--- src/rtl/prio_enc_stream.sv ---
// Registered priority encoder: latches request pulses into a pending vector and
// streams one granted index per cycle over a valid/ready output.
module prio_enc_stream #(
    parameter int N  = 8,
    parameter int RR = 0
) (
    input  logic                 clk,
    input  logic                 rst_n,
    input  logic                 en,
    input  logic [N-1:0]         req,
    input  logic                 out_ready,
    output logic                 out_valid,
    output logic [$clog2(N)-1:0] out_code,
    output logic [N-1:0]         pending,
    output logic                 idle
);
    localparam int W = $clog2(N);
    localparam logic [W-1:0] PTR_RST = W'(N - 1);

    logic [N-1:0] pending_q, pending_d;
    logic         out_valid_q, out_valid_d;
    logic [W-1:0] out_code_q, out_code_d;
    logic [W-1:0] ptr_q, ptr_d;
    logic [N-1:0] set_vec;
    logic [N-1:0] clr_vec;
    logic         found;
    logic         load;
    int           sel_idx;
    int           ptr_int;
    int           idx;

    // Search over registered pending only. In round-robin mode the loop runs from
    // the lowest-priority offset to the highest, so the last hit (ptr itself) wins.
    always_comb begin
        found   = 1'b0;
        sel_idx = 0;
        ptr_int = int'(ptr_q);
        idx     = 0;
        if (RR == 0) begin
            for (int i = 0; i < N; i++) begin
                if (pending_q[i]) begin
                    found   = 1'b1;
                    sel_idx = i;
                end
            end
        end else begin
            for (int d = N - 1; d >= 0; d--) begin
                idx = (ptr_int >= d) ? (ptr_int - d) : (ptr_int + N - d);
                if (pending_q[idx]) begin
                    found   = 1'b1;
                    sel_idx = idx;
                end
            end
        end
    end

    // Output handshake: a code transfers on a cycle where out_valid && out_ready.
    // While out_valid && !out_ready, out_code/out_valid hold and no grant is made.
    assign load = (!out_valid_q || out_ready) && found;

    always_comb begin
        set_vec = en ? req : '0;
        clr_vec = '0;
        for (int i = 0; i < N; i++) begin
            if (load && (i == sel_idx)) begin
                clr_vec[i] = 1'b1;
            end
        end
        pending_d   = (pending_q & ~clr_vec) | set_vec;
        out_valid_d = out_valid_q;
        out_code_d  = out_code_q;
        ptr_d       = ptr_q;
        if (load) begin
            out_valid_d = 1'b1;
            out_code_d  = W'(sel_idx);
            ptr_d       = (sel_idx == 0) ? PTR_RST : W'(sel_idx - 1);
        end else if (out_ready) begin
            out_valid_d = 1'b0;
        end
    end

    always_ff @(posedge clk) begin
        if (!rst_n) begin
            pending_q   <= '0;
            out_valid_q <= 1'b0;
            out_code_q  <= '0;
            ptr_q       <= PTR_RST;
        end else begin
            pending_q   <= pending_d;
            out_valid_q <= out_valid_d;
            out_code_q  <= out_code_d;
            ptr_q       <= ptr_d;
        end
    end

    assign out_valid = out_valid_q;
    assign out_code  = out_code_q;
    assign pending   = pending_q;
    assign idle      = ~(|pending_q) & ~out_valid_q;

endmodule

--- config.mk ---
export PLATFORM = sky130hd
export DESIGN_NAME = prio_enc_stream
export DESIGN_NICKNAME = d
export VERILOG_FILES = /design/src/rtl/prio_enc_stream.sv
export SDC_FILE = /design/constraint.sdc
export NUM_CORES = 1
export LEC_CHECK = 0
export CAP_MARGIN = 10
export CORE_MARGIN = 10
export CORE_UTILIZATION = 40
export CTS_CLUSTER_SIZE = 14
export DETAILED_ROUTE_END_ITERATION = 7
export PLACE_DENSITY = 0.84
export SYNTH_ARGS = -nofsm -noshare
export SYNTH_HDL_FRONTEND = slang
export SYNTH_SLANG_ARGS = --single-unit
--- constraint.sdc ---
create_clock -name clk -period 3.4 [get_ports clk]
set_input_delay 0.68 -clock clk [delete_from_list [all_inputs] [get_ports clk]]
set_output_delay 0.68 -clock clk [all_outputs]
set_load 0.1 [all_outputs]
==> flow_summary.toml, run 1 <==
[synthesis]
avgSynthCellArea_sq_um = 9.14
ys_types = 30
yosys_warnings = 0
syn_area_sq_um = 594
ys_ff_latch = 12
seq_area_frac_synth = 0.404
syn_nets = 77
synthCells = 65

[floorplanning]
pin_count = 25
fp.dieW_um = 58.5
rows = 13
core_sq_um = 1350
die_h_um = 58.5
start_util = 0.440
die_area_sq_um = 3430

[timing]
rsz0062_at_grt = "no"
maxSlewHeadroom = 0.348
post-route-period-util = 0.715
setup_viol = 0
tightest_slew_ns = 0.975
drv_slew = 0
tns_ns = 0
skew_ns = 0.00342
clock.fmax_mhz = 411
hold_violations = 0
fin_crit_ns = 2.43

[cells_and_area]
final_cells = 105
nFillCells = 117
area_growth_pct = 41.9
nets = 103
layout-drive-gt1-share = 0.233
antennaDiodeCount = 0

[drt]
drt-total-wl_um = 1750
routedWlPerCell_um = 16.7
vias = 574
drc = 0
viasPerCell = 5.47
drtPass1Iterations = 4
antenna_left = 0
drt_iter0_markers = 9

[worst_setup_path]
max_stage_delay_ns = 1.14
critPathCaptureType = "output port"
r2r-start = "pending[2]$_SDFF_PN0_"
slowest_stage = "clkdlybuf4s50_1"
critPathArrivalTime_ns = 1.75
crit_fanout = 2
critPathTopFamily = "buffers and inverters"
critPathKind = "reg -> out"
ff2ff_path_depth = 4
crit_buf_inv = 1
critPathLaunchType = "register"
rrSetupSlack_ns = 1.88
crit_required_ns = 2.72
crit_path_cell_trace = "clkdlybuf4s50_1"
timing.rr.end = "out_code[0]$_SDFFE_PN0P_"

[worst_hold_path]
holdPathStages = 2
worstHoldEndpoint = "out_code[1]$_SDFFE_PN0P_"
min_from = "out_code[1]$_SDFFE_PN0P_"
hold_class = "reg -> reg"

[placement]
gp_congestion = 0.818
port_buffers = 24
dp.final_hpwl_um = 1300
place_inst = 101

[clocking]
cts.hold.buffers_added = 0
cts_tree = "done"
cts_root_buf = "clkbuf_4"
cts_setup_buffers = 0
clk_latency_ns = 0.28
clk_pin_slew_ns = 0.08
htreeDepth = 1
cts_sinks = 12
cts_buffers = 3
cts_resized = 0
clk_path_buf_depth = 2

[global_routing]
grt-ovfl-total = 0
track_usage = 0.110
antenna_found_initial = 0
grt_pass1_wl_um = 2910
grt_max_degree = 16
grt_pass1_vias = 619

[power_and_ir_drop]
power_density_nw_per_um2 = 572
p_leak_uw = 0.000341
peakVddDrop_uv = 285

[outcome]
run_status = "finished clean"

[run]
maxCapViolations = 0
-- metal layers --
layer / vias to the layer above / part of all wire / global-route usage
li1: 290 / - / -
met1: 258 / 0.42 / 0.110
met2: 22 / 0.46 / 0.176
met3: 4 / 0.095 / 0.0644
met4: 0 / 0.019 / 0.0604
met5: - / 0 / 0
-- sequential cells by signal, indices dropped and copies added, names as in the netlist --
register,flops
pending,8
out_valid,1
out_code,3
-- how the worst max path moves through the flow --
| stage | from | slack (ns) | cells after the start | endpoint |
|---|---|---|---|---|
| 4_1_cts | out_code[0]$_SDFFE_PN0P_ | 0.96 | 1 | out_code[0] |
| 3_3_place_gp | out_code[1]$_SDFFE_PN0P_ | 1.28 | 1 | out_code[1] |
| 3_5_place_dp | en | 1.22 | 4 | pending[0]$_SDFF_PN0_ |
| 6_report | out_code[0]$_SDFFE_PN0P_ | 0.97 | 1 | out_code[0] |
| 2_1_floorplan | pending[2]$_SDFF_PN0_ | 0.13 | 3 | idle |
| 5_1_grt | pending[2]$_SDFF_PN0_ | 0.81 | 4 | idle |
-- stage by stage --
step	setup slack (ns)	utilization	hold slack [ns]	area, sq um	power (uW)
2_1_floorplan	0.130	-	0.818	594	322
3_3_place_gp	1.28	0.598	0.448	807	367
3_5_place_dp	1.22	0.598	0.452	807	371
4_1_cts	0.960	0.625	0.464	843	486
5_1_grt	0.808	0.625	0.528	843	506
6_report	0.968	0.625	0.464	843	482
-- power breakdown --
| group | switching [uW] | internal [uW] |
|---|---|---|
| Sequential | 16.8 | 154 |
| Clock | 49.9 | 65.2 |
| Combinational | 141 | 55.4 |
-- synth_stat cells, drive strengths merged --
cell type | count | area, sq um
a221oi | 1 | 8.76
o31ai | 2 | 15.0
o21ai | 6 | 30.0
buf | 1 | 11.3
nor3b | 1 | 12.5
nand3 | 3 | 15.0
and2 | 1 | 6.26
clkbuf | 2 | 7.51
o311ai | 1 | 16.3
nor4 | 2 | 33.8
o21bai | 1 | 7.51
and3b | 1 | 8.76
a21oi | 4 | 20.0
a22oi | 2 | 15.0
a21o | 1 | 7.51
or4 | 1 | 11.3
nor3 | 1 | 5.00
nor2 | 3 | 11.3
nand2b | 1 | 6.26
nor2b | 3 | 26.3
a21boi | 2 | 15.0
o21a | 1 | 7.51
a31oi | 1 | 6.26
o211ai | 1 | 7.51
dfxtp | 12 | 240
nand2 | 7 | 26.3
a2111oi | 1 | 8.76
inv | 2 | 7.51
-- layout by cell type (no fill, tap or decap), types with 2 or more instances in the layout --
| master | instances |
|---|---|
| clkdlybuf4s50_1 | 13 |
| a21boi_0 | 2 |
| o31ai_1 | 2 |
| a22oi_1 | 2 |
| o21ai_0 | 6 |
| buf_4 | 11 |
| nor2b_1 | 2 |
| dfxtp_1 | 12 |
| nand3_1 | 3 |
| nand2_1 | 7 |
| inv_1 | 2 |
| a21oi_1 | 4 |
| nor2_1 | 3 |
| clkbuf_4 | 3 |
-- worst reg2reg max path: stages (launching register included) --
cell	delay (ns)
dfxtp_1	0.39
nor4_2	0.53
a21oi_1	0.23
o21ai_0	0.19
a31oi_1	0.05
-- logic make-up after synthesis --
logic type             count (synthesis)  synth area share
AO/OA/AOI/OAI                         24             0.278
buffers and inverters                  5            0.0442
flip-flops                            12             0.404
AND/OR/NAND/NOR                       24             0.274
-- area by class of cell --
cell class	instances	area (sq um)	share of cell area
flip-flops and latches	12	240	0.285
multi-input cells	48	328	0.389
well taps	15	18.8	0.0223
inverters	2	7.51	0.00890
repair buffers	24	213	0.252
clock buffers	4	36.3	0.0430
(Power assumes the default switching activity.)
==> run 2: changes to the inputs <==
==> constraint.sdc (replaced) <==
create_clock -name clk -period 2.5 [get_ports clk]
set_input_delay 0.5 -clock clk [delete_from_list [all_inputs] [get_ports clk]]
set_output_delay 0.5 -clock clk [all_outputs]
set_load 0.1 [all_outputs]
==> run 2 against run 1 <==
Compared with the run above:
- clock skew rose by 0.0024 ns
- worst setup slack got worse by 0.60 ns
- wire length fell by 7.8%
- sequential cell count did not move
==> flow_summary.toml, run 2 (synthesis gave the netlist of run 1 again) <==
[run]
maxCapViolations = 0

[timing]
drv_slew = 0
post-route-period-util = 0.853
maxSlewHeadroom = 0.660
tns_ns = 0
tightest_slew_ns = 0.508
rsz0062_at_grt = "no"
skew_ns = 0.00585
setup_viol = 0
clock.fmax_mhz = 469
hold_violations = 0
fin_crit_ns = 2.13

[global_routing]
track_usage = 0.0988
grt_max_degree = 16
grt_pass1_wl_um = 2840
grt-ovfl-total = 0
antenna_found_initial = 0
grt_pass1_vias = 587

[floorplanning]
start_util = 0.440
die_area_sq_um = 3430
pin_count = 25
core_sq_um = 1350
rows = 13
die_h_um = 58.5
fp.dieW_um = 58.5

[worst_setup_path]
critPathLaunchType = "register"
crit_path_cell_trace = "nor4_2 > nand2_1 > nor2_4 > buf_12"
setup.worst_path.start = "pending[2]$_SDFF_PN0_"
critPathCaptureType = "output port"
max_stage_delay_ns = 0.48
slowest_stage = "nor4_2"
crit_buf_inv = 1
crit_required_ns = 2.00
r2r-start = "pending[6]$_SDFF_PN0_"
critPathTopFamily = "simple AND/OR/NAND/NOR gates"
critPathKind = "reg -> out"
crit_fanout = 7
critPathArrivalTime_ns = 1.63

[clocking]
cts_root_buf = "clkbuf_4"
clk_pin_slew_ns = 0.08
cts.hold.buffers_added = 0
cts_setup_buffers = 0
cts_resized = 0
htreeDepth = 1
clk_latency_ns = 0.26
cts_sinks = 12
clk_path_buf_depth = 2
cts_buffers = 3
cts_tree = "done"

[cells_and_area]
final_cell_mix = "12 x dfxtp_1, 12 x buf_4, 11 x clkdlybuf4s50_1"
largest_reg_flops = 8
antennaDiodeCount = 0
final_cells = 104
layout-drive-gt1-share = 0.258
nFillCells = 125
nets = 103
area_growth_pct = 42.1

[power_and_ir_drop]
power_density_nw_per_um2 = 733
p_leak_uw = 0.000341
peakVddDrop_uv = 442

[worst_hold_path]
min_from = "out_code[1]$_SDFFE_PN0P_"
hold_class = "reg -> reg"

[placement]
port_buffers = 24
place_inst = 101
gp_congestion = 0.741

[drt]
drt_iter0_markers = 12
routedWlPerCell_um = 15.5
antenna_left = 0
drtPass1Iterations = 4
drc = 0
vias = 567
drt-total-wl_um = 1610
viasPerCell = 5.45

[outcome]
run_status = "finished clean"
run 2: cell count changes in the layout (fill, tap and decap cells not counted), sizes merged:
| cell | previous run | this run |
|---|---|---|
| clkdlybuf4s50 | 13 | 11 |
| buf | 11 | 13 |
| clkbuf | 4 | 3 |
run 2: layout make-up:
type,count,area (sq um),area share
clock buffer,3,22.5,0.0267
inverter,2,7.51,0.00889
multi-input combinational,48,335,0.397
sequential,12,240,0.284
tap,15,18.8,0.0222
timing repair buffer,24,220,0.261
run 2: power breakdown:
group	switching, uW	leakage, uW	internal, uW
Sequential	23.2	0.0000993	209
Clock	58.6	0.0000138	55.4
Combinational	193	0.000228	79.5
Total	275	0.000341	344
run 2: stage by stage:
step / util / hold slack, ns / worst slack [ns] / area [sq um] / total power [uW]
after floorplan: - / 0.638 / 0.135 / 602 / 441
after global placement: 0.609 / 0.451 / 0.582 / 822 / 507
after detailed placement: 0.609 / 0.459 / 0.517 / 822 / 510
after CTS: 0.626 / 0.468 / 0.353 / 845 / 621
after global routing: 0.626 / 0.521 / 0.245 / 845 / 649
final: 0.626 / 0.462 / 0.368 / 845 / 619
run 2: path summary, 6_finish.rpt:
kind | endpoint | slack [ns] | cells past startpoint
setup / recovery | idle | 0.37 | 4
hold / removal | out_code[1]$_SDFFE_PN0P_ | 0.46 | 2
setup reg to reg | pending[0]$_SDFF_PN0_ | 1.03 | 4
hold reg to reg | out_code[1]$_SDFFE_PN0P_ | 0.46 | 2
run 2: metal layers:
metal / GRT usage / vias up / routed length [um]
met1: 0.127 / 254 / 771
met5: 0 / - / 0
met4: 0.0201 / 0 / 0
li1: - / 290 / -
met3: 0.0386 / 0 / 147
met2: 0.152 / 23 / 696
run 2: tightest hold or removal path, cell delays in order, from the launching register on:
cell and delay [ns]:
dfxtp_1 0.31, nand2_1 0.05, o21ai_0 0.06
==> run 3: changes to the inputs <==
==> constraint.sdc (replaced) <==
create_clock -name clk -period 2.5 [get_ports clk]
set_input_delay 0.5 -clock clk [delete_from_list [all_inputs] [get_ports clk]]
set_output_delay 0.5 -clock clk [all_outputs]
set_load 0.005 [all_outputs]
==> run 3 against run 2 <==
Compared with the run above:
- wire length up 1.4%
- register-to-register slack worse by 0.02 ns
- first-iteration DRC count is 42% lower
- die area did not move
- critical path depth unchanged
- worst setup slack lost 0.18 ns
- combinational power fell by 51%
- cell area is 3.4% higher
- sequential cell count is the same
- sequential power about the same
- via count increased by 4.1%
- critical path type unchanged
- highest routed layer is now met4
==> flow_summary.toml, run 3 (synthesis gave the netlist of run 1 again) <==
[worst_setup_path]
critPathKind = "reg -> out"
crit_fanout = 7
crit_required_ns = 2.00
critPathCaptureType = "output port"
critPathArrivalTime_ns = 1.81
critPathLaunchType = "register"
rrSetupSlack_ns = 1.01
r2r-start = "pending[7]$_SDFF_PN0_"
timing.rr.end = "pending[0]$_SDFF_PN0_"
ff2ff_path_depth = 4

[global_routing]
grt_use_met3 = 0.0515
track_usage = 0.0978
antenna_found_initial = 0
grt_pass1_vias = 599
grt-ovfl-total = 0
grt_max_degree = 16
grt.met2_usage = 0.147
grt_pass1_wl_um = 2660
grtUsageMet1 = 0.106
busiest_layer = "met2"

[drt]
routedWlPerCell_um = 15.6
drt-total-wl_um = 1640
viasPerCell = 5.62
vias = 590
drt_iter0_markers = 7
drtPass1Iterations = 4
antenna_left = 0
drc = 0

[timing]
holdWs_ns = 0.464
maxSlewHeadroom = 0.660
skew_ns = 0.000364
fin_crit_ns = 2.31
tns_ns = 0
setup_viol = 0
tightest_slew_ns = 0.508
clock.fmax_mhz = 432
hold_violations = 0
rsz0062_at_grt = "no"
drv_slew = 0
post-route-period-util = 0.926

[placement]
dp.final_hpwl_um = 1290
port_buffers = 24
gp_congestion = 0.784

[cells_and_area]
final_cell_mix = "24 x clkdlybuf4s50_1, 12 x dfxtp_1, 7 x nand2_1"
final_core_util = 0.647
area_growth_pct = 46.9
nets = 104
antennaDiodeCount = 0
largest_reg_flops = 8
final_common_cell = "clkdlybuf4s50_1"
nFillCells = 123
layout-drive-gt1-share = 0.111

[clocking]
clk_latency_ns = 0.26
cts_buffers = 3
cts_root_buf = "clkbuf_4"
cts_tree = "done"
cts_resized = 0
htreeDepth = 1
cts.hold.buffers_added = 0
cts_setup_buffers = 0
cts_sinks = 12
clk_pin_slew_ns = 0.07
clk_path_buf_depth = 2

[floorplanning]
fp.dieW_um = 58.5
rows = 13
die_h_um = 58.5
pin_count = 25
core_sq_um = 1350
start_util = 0.440
die_area_sq_um = 3430

[worst_hold_path]
hold_class = "reg -> reg"
worstHoldEndpoint = "out_code[1]$_SDFFE_PN0P_"
holdPathStages = 2
min_from = "out_code[1]$_SDFFE_PN0P_"

[power_and_ir_drop]
peakVddDrop_uv = 323
power_density_nw_per_um2 = 552
p_leak_uw = 0.000324

[outcome]
run_status = "finished clean"

[run]
maxCapViolations = 0
run 3: changes by cell type in the layout (fill, tap and decap cells not counted), sizes merged:
cell | previous run | this run
clkdlybuf4s50 | 11 | 24
buf | 13 | 1
run 3: final cells by class:
class | instances | area (sq um) | area share
inverter | 2 | 7.51 | 0.00860
timing repair buffer | 25 | 248 | 0.284
tap | 15 | 18.8 | 0.0215
sequential | 12 | 240 | 0.275
multi-input combinational | 48 | 337 | 0.385
clock buffer | 3 | 22.5 | 0.0258
run 3: metrics by stage:
stage	cell area (sq um)	power (uW)	setup WS, ns	instances
2_1_floorplan	594	298	1.01	65
3_3_place_gp	842	366	0.470	102
5_1_grt	873	512	0.0285	105
4_1_cts	865	483	0.0888	105
3_5_place_dp	842	370	0.404	102
6_report	873	482	0.185	105
run 3: layer usage:
layer | vias up | wire [um]
met4 | 0 | 8
met3 | 2 | 207
met1 | 270 | 680
met5 | - | 0
li1 | 294 | -
met2 | 24 | 739
run 3: critical path: stages (launching register included):
cell             delay [ns]
dfxtp_1                0.40
nor4_4                 0.39
nand2_1                0.12
nor2_1                 0.12
clkdlybuf4s50_1        0.52
run 3: report_power, final:
group | internal [uW] | switching (uW) | total (uW) | leakage, uW
logic | 83.7 | 51.7 | 135 | 0.000211
clock network | 55.6 | 58.6 | 114 | 0.0000138
registers | 209 | 23.7 | 233 | 0.0000993
total | 348 | 134 | 482 | 0.000324
run 3: worst max path at each step:
stage	to	slack, ns	from
5_1_grt	idle	0.03	pending[2]$_SDFF_PN0_
4_1_cts	idle	0.09	pending[2]$_SDFF_PN0_
2_1_floorplan	idle	1.01	pending[2]$_SDFF_PN0_
3_5_place_dp	idle	0.40	pending[2]$_SDFF_PN0_
6_report	idle	0.19	pending[2]$_SDFF_PN0_
3_3_place_gp	idle	0.47	pending[2]$_SDFF_PN0_
